`src/rtl/compress_pack_if.sv`:
```
// ---------------------------------------------------------------------------
// compress_pack_if
//   Bundles the control handshake and both RAM ports of compress_pack.
//   master : the compressor side (drives busy/done/err, the RAM addresses,
//            and the byte write data/enable)
//   slave  : the environment side (drives start and the poly RAM read data)
//
//   start       start request, sampled only while the compressor is idle
//   busy        high from start acceptance until done
//   done        one-cycle pulse after the last byte write
//   err         sticky flag: a coefficient >= Q was seen during this run
//   poly_addra  poly RAM read address (PA_W bits)
//   poly_doa    poly RAM read data, valid one cycle after poly_addra
//   byte_addr   byte RAM write address (BA_W bits)
//   byte_di     byte RAM write data
//   byte_we     byte RAM write enable, one cycle per byte
// ---------------------------------------------------------------------------
interface compress_pack_if #(
    parameter int PA_W = 10,
    parameter int BA_W = 9
);
    logic            start;
    logic            busy;
    logic            done;
    logic            err;
    logic [PA_W-1:0] poly_addra;
    logic [15:0]     poly_doa;
    logic [BA_W-1:0] byte_addr;
    logic [7:0]      byte_di;
    logic            byte_we;

    modport master (
        input  start, poly_doa,
        output busy, done, err, poly_addra, byte_addr, byte_di, byte_we
    );

    modport slave (
        output start, poly_doa,
        input  busy, done, err, poly_addra, byte_addr, byte_di, byte_we
    );
endinterface

```
`src/rtl/compress_pack.sv`:
```
// ---------------------------------------------------------------------------
// compress_pack
//   Reads N coefficients from poly RAM (one per cycle), compresses each to
//   c = (((x << D) + Q/2) / Q) mod 2^D, and packs the D-bit results
//   LSB-first into bytes written to byte RAM. Fully pipelined, no stalls.
//   Coefficients >= Q compress to 0 and raise a sticky err flag that is
//   cleared by the next accepted start.
//
// Ports
//   clk    rising-edge clock
//   rst_n  asynchronous active-low reset; aborts a run immediately
//   bus    compress_pack_if.master: start/busy/done/err, poly RAM read port
//          (poly_addra/poly_doa) and byte RAM write port
//          (byte_addr/byte_di/byte_we)
// ---------------------------------------------------------------------------
module compress_pack #(
    parameter int          N    = 1024,
    parameter int unsigned Q    = 12289,
    parameter int          D    = 3,
    parameter int          PA_W = 10,
    parameter int          BA_W = 9
) (
    input logic             clk,
    input logic             rst_n,
    compress_pack_if.master bus
);

    typedef enum logic [1:0] {IDLE, FETCH, DRAIN} state_t;

    localparam int unsigned     HALF_Q    = Q >> 1;
    localparam int unsigned     NC        = 1 << D;
    localparam logic [PA_W-1:0] LAST_ADDR = PA_W'(N - 1);

    state_t          state;
    logic            rd_v;
    logic            c_v;
    logic [D-1:0]    c_reg;
    logic [6:0]      acc;
    logic [2:0]      acc_cnt;

    logic            in_range;
    logic [D-1:0]    c_cnt;
    logic [D-1:0]    c_next;
    logic [D+6:0]    merged;
    logic [3:0]      merged_cnt;

    // Smallest x for which ((x << D) + Q/2) >= j*Q, i.e. the input at which
    // the rounded quotient reaches j.
    function automatic int unsigned threshold(input int unsigned j);
        return (j * Q - HALF_Q + NC - 1) >> D;
    endfunction

    // Counting the thresholds that x reaches gives the exact rounded quotient.
    // The D-bit counter wraps at 2^D, which is exactly the required mod 2^D.
    always_comb begin
        in_range = 32'(bus.poly_doa) < Q;
        c_cnt    = '0;
        for (int unsigned j = 1; j <= NC; j++) begin
            if (32'(bus.poly_doa) >= threshold(j)) begin
                c_cnt = c_cnt + D'(1);
            end
        end
        c_next = in_range ? c_cnt : '0;
    end

    // The accumulator only ever holds fewer than 8 bits between cycles, so
    // appending one D-bit code fits in 7+D bits and yields at most one byte.
    always_comb begin
        merged     = (D+7)'(acc);
        merged_cnt = {1'b0, acc_cnt};
        if (c_v) begin
            merged     = merged | ((D+7)'(c_reg) << acc_cnt);
            merged_cnt = merged_cnt + 4'(D);
        end
    end

    // Control FSM plus the datapath registers. rd_v marks a cycle where
    // poly_doa holds a requested coefficient, c_v marks a registered code.
    // The run ends once neither stage holds data; by then the final merge
    // has already issued its byte write.
    always_ff @(posedge clk or negedge rst_n) begin
        if (!rst_n) begin
            state          <= IDLE;
            bus.busy       <= 1'b0;
            bus.done       <= 1'b0;
            bus.err        <= 1'b0;
            bus.poly_addra <= '0;
            bus.byte_addr  <= '0;
            bus.byte_di    <= '0;
            bus.byte_we    <= 1'b0;
            rd_v           <= 1'b0;
            c_v            <= 1'b0;
            c_reg          <= '0;
            acc            <= '0;
            acc_cnt        <= '0;
        end else begin
            bus.done    <= 1'b0;
            bus.byte_we <= 1'b0;
            rd_v        <= (state == FETCH);
            c_v         <= rd_v;
            c_reg       <= c_next;

            if (rd_v && !in_range) begin
                bus.err <= 1'b1;
            end

            if (bus.byte_we) begin
                bus.byte_addr <= bus.byte_addr + BA_W'(1);
            end

            if (merged_cnt >= 4'd8) begin
                bus.byte_we <= 1'b1;
                bus.byte_di <= merged[7:0];
                acc         <= 7'(merged >> 8);
                acc_cnt     <= 3'(merged_cnt - 4'd8);
            end else begin
                acc         <= merged[6:0];
                acc_cnt     <= merged_cnt[2:0];
            end

            case (state)
                IDLE: begin
                    if (bus.start) begin
                        state          <= FETCH;
                        bus.busy       <= 1'b1;
                        bus.err        <= 1'b0;
                        bus.poly_addra <= '0;
                        bus.byte_addr  <= '0;
                    end
                end
                FETCH: begin
                    if (bus.poly_addra == LAST_ADDR) begin
                        state <= DRAIN;
                    end else begin
                        bus.poly_addra <= bus.poly_addra + PA_W'(1);
                    end
                end
                DRAIN: begin
                    if (!rd_v && !c_v) begin
                        state    <= IDLE;
                        bus.busy <= 1'b0;
                        bus.done <= 1'b1;
                    end
                end
                default: state <= IDLE;
            endcase
        end
    end

endmodule

```
`src/flat_wrapper.sv`:
```
// flat-port wrapper written by rule: the top's interface ports become plain ports
module compress_pack_flat 
#(
    parameter int          N    = 1024,
    parameter int unsigned Q    = 12289,
    parameter int          D    = 3,
    parameter int          PA_W = 10,
    parameter int          BA_W = 9
)
  (clk, rst_n, bus_start, bus_poly_doa, bus_busy, bus_done, bus_err, bus_poly_addra, bus_byte_addr, bus_byte_di, bus_byte_we);
  compress_pack_if #(.PA_W(PA_W), .BA_W(BA_W)) bus_i ();
  input logic clk;
  input logic rst_n;
  input wire logic [$bits(bus_i.start)-1:0] bus_start;
  input wire logic [$bits(bus_i.poly_doa)-1:0] bus_poly_doa;
  output wire logic [$bits(bus_i.busy)-1:0] bus_busy;
  output wire logic [$bits(bus_i.done)-1:0] bus_done;
  output wire logic [$bits(bus_i.err)-1:0] bus_err;
  output wire logic [$bits(bus_i.poly_addra)-1:0] bus_poly_addra;
  output wire logic [$bits(bus_i.byte_addr)-1:0] bus_byte_addr;
  output wire logic [$bits(bus_i.byte_di)-1:0] bus_byte_di;
  output wire logic [$bits(bus_i.byte_we)-1:0] bus_byte_we;
  assign bus_i.start = bus_start;
  assign bus_i.poly_doa = bus_poly_doa;
  assign bus_busy = bus_i.busy;
  assign bus_done = bus_i.done;
  assign bus_err = bus_i.err;
  assign bus_poly_addra = bus_i.poly_addra;
  assign bus_byte_addr = bus_i.byte_addr;
  assign bus_byte_di = bus_i.byte_di;
  assign bus_byte_we = bus_i.byte_we;
  compress_pack #(.N(N), .Q(Q), .D(D), .PA_W(PA_W), .BA_W(BA_W)) u_core (.clk(clk), .rst_n(rst_n), .bus(bus_i));
endmodule
```
`config.mk`:
```
export PLATFORM = sky130hd
export DESIGN_NAME = compress_pack_flat
export DESIGN_NICKNAME = d
export VERILOG_FILES = /design/src/rtl/compress_pack_if.sv /design/src/rtl/compress_pack.sv /design/src/flat_wrapper.sv
export SDC_FILE = /design/constraint.sdc
export NUM_CORES = 1
export LEC_CHECK = 0
export ABC_AREA = 1
export BUFFER_PORTS_ARGS = -buffer_cell sky130_fd_sc_hd__buf_2
export CAP_MARGIN = 20
export CORE_UTILIZATION = 50
export DETAILED_ROUTE_END_ITERATION = 8
export PLACE_DENSITY = 0.72
export SLEW_MARGIN = 20
export SYNTH_ARGS = -nofsm -noshare
export SYNTH_HDL_FRONTEND = slang
export SYNTH_SLANG_ARGS = --single-unit
```
`constraint.sdc`:
```
create_clock -name clk -period 2.1 [get_ports clk]
set_input_delay 0.42 -clock clk [delete_from_list [all_inputs] [get_ports clk]]
set_output_delay 0.42 -clock clk [all_outputs]
set_load 0.05 [all_outputs]
```
==> results.cfg <==
[drt]
drt_iter0_markers = 133
drt-total-wl_um = 7820
ant_nets = 0
avgViaCountPerCell = 5.00
drc_errors = 0
firstDrtPassIters = 4
num_vias = 3097
routedWlPerCell_um = 12.6

[place]
dpl.cell_count = 574
dp_hpwl_um = 5280
gp_congestion = 0.898
pre_cts_ws_ns = -2.05
port_buffers = 49

[global_route]
grt_overflow_total = 0
grt_pass1_vias = 3076
grt_pass1_wl_um = 13000
grt_usage = 0.258
grt_max_degree = 40
antenna_found_initial = 0

[yosys]
synth-seq-area-share = 0.400
synth_cells = 403
netlist_area_um2 = 3000
yosys-top-cells-area = dfrtp_1 (40%), nand2_1 (11%), inv_1 (6.9%)
syn_area_per_cell_um2 = 7.45
ys_seq_elements = 48
syn-num-nets = 433
synth_top_area_frac = 0.400
synthArstFlopShare = 1.00
synth_edf_count = 0
synth_cell_types = 39
synth_warnings = 0
synth-main-ff-cell = dfrtp_1
yosys.area.top_type = dfrtp_1

[floorplanning]
start_util = 0.532
dieArea_um2 = 6320
row_count = 27
die_x_um = 79.5
boundaryPins = 50
core_area_um2 = 5640
die_h_um = 79.5

[hold_path]
min_path_type = register to register
min_to = u_core.c_v
holdCritStartpoint = u_core.rd_v
hold_depth = 0

[sta]
period_share = 1.85
setup_viol = 3
tightest_slew_ns = 0.397
hold_viol = 0
skew_ns = 0.00645
period_needed_ns = 3.89
relSlewSlack = 0.735
timing.fmax_mhz = 257
finalWorstSetupSlack_ns = -1.79
drv_slew = 0
hold_slack_ns = 0.448
rsz0062_at_grt = true

[final_layout]
drive_above_1_share = 0.420
largest_reg_flops = 10
antenna_cells = 0
fin_cells = 620
layout.nets = 577
largest_register = u_core.bus.poly_addra
area_delta_synth_final_pct = 48.1
reg_top3 = u_core.bus.poly_addra (10), u_core.bus.byte_addr (9), u_core.bus.byte_di (8)
final_cell_mix = buf_4 (84), nand2_1 (77), inv_1 (49), dfrtp_1 (47), nor2_1 (43)
final_common_cell = buf_4

[worst_setup_path]
critical_path_class = primary input to register
cp_common_cell = buf_4
worstReg2RegEnd = u_core.bus.poly_addra[7]
worst-path-max-fanout = 3
cpMaxStageDelayCell = ha_4
cp-end-kind = register
reg2regPathDepth = 12
critPathMaxStageDelay_ns = 0.22
r2r_start = u_core.bus.poly_addra[0]
reg2reg_slack_ns = 0.24
crit_required_ns = 2.32
critPathLaunchType = primary input
cp.arrival_ns = 4.11

[power_and_ir_drop]
power_density_nw_per_um2 = 495
p_total_uw = 2200
leakage_uw = 0.00236
ir_worst_vdd_uv = 340

[status]
violations = negative setup slack
status = finished, violations left

[clock_network]
cts_sinks = 48
clk_latency_ns = 0.30
clock_path_buffers = 2
cts_tree = done
htreeDepth = 2
cts-root-buf = clkbuf_8
numCtsBuffers = 5
clk_pin_slew_ns = 0.09

[run]
maxCapViolCount = 0
-- area by class of cell --
cell class	instances	area, um^2
Fill cell	369	1190
Clock buffer	6	82.6
Inverter	63	240
Sequential cell	48	1200
Clock inverter	2	13.8
Timing Repair Buffer	139	1000
Multi-Input combinational cell	290	1820
Tap cell	72	90.1
-- power by group --
group	switching [uW]	internal, uW	total (uW)	leakage (uW)
Sequential	14.0	957	971	0.000580
Clock	317	270	587	0.0000516
Combinational	343	301	644	0.00172
-- cells by family after synthesis --
logic type	Yosys count	synth area share
compound gates	63	0.127
xor+xnor	2	0.00583
fa+ha+maj	11	0.0458
buf+inv	65	0.0817
flops	48	0.400
simple gates	214	0.340
-- synthesized netlist by cell type, drive strengths merged, types with 3 or more instances --
master  count
ha         11
or2         3
o21ai      28
nand3      35
dfrtp      48
inv        60
clkinv      3
nor3        8
a21oi      23
nand2     105
nor2       60
-- layer usage --
layer | global-route usage | share of wire | wire length, um
met1 | 0.313 | 0.43 | 3370
met2 | 0.462 | 0.52 | 4070
met3 | 0.0434 | 0.028 | 220
met4 | 0.0836 | 0.021 | 165
met5 | 0 | 0 | 0
-- critical path, delay by kind of cell --
kind            cells  cell delay (ns)
fa+ha+maj           2             0.44
simple gates       14             1.27
buf+inv            17             1.90
compound gates      1             0.08
-- metrics by stage --
stage | setup TNS, ns | utilization | area [um^2]
2_1_floorplan | -3.66 | - | 3100
3_3_place_gp | -4.45 | 0.680 | 3830
3_5_place_dp | -4.75 | 0.680 | 3830
4_1_cts | -3.46 | 0.748 | 4220
5_1_grt | -4.53 | 0.788 | 4450
6_report | -4.16 | 0.788 | 4450
-- worst max-delay path by stage --
| stage | end | slack [ns] | depth (start not counted) | start |
|---|---|---|---|---|
| 6_report | u_core.c_reg[2] | -1.79 | 34 | bus_poly_doa[7] |
| 5_1_grt | u_core.c_reg[2] | -1.91 | 33 | bus_poly_doa[7] |
| 4_1_cts | u_core.c_reg[2] | -1.54 | 33 | bus_poly_doa[5] |
| 3_5_place_dp | u_core.c_reg[2] | -2.05 | 32 | bus_poly_doa[3] |
| 3_3_place_gp | u_core.c_reg[2] | -1.91 | 32 | bus_poly_doa[3] |
| 2_1_floorplan | u_core.c_reg[2] | -1.79 | 32 | bus_poly_doa[3] |
-- timing repair --
item | 4_1_cts | 5_1_grt
endpoints found under the hold margin | 9 | 0
resized for setup | 19 | 37
hold buffers | 1 | 0
buffers inserted | 25 | 14
pin swaps | 9 | 32
setup endpoints to repair | 3 | 8
(Power assumes the default switching activity.)
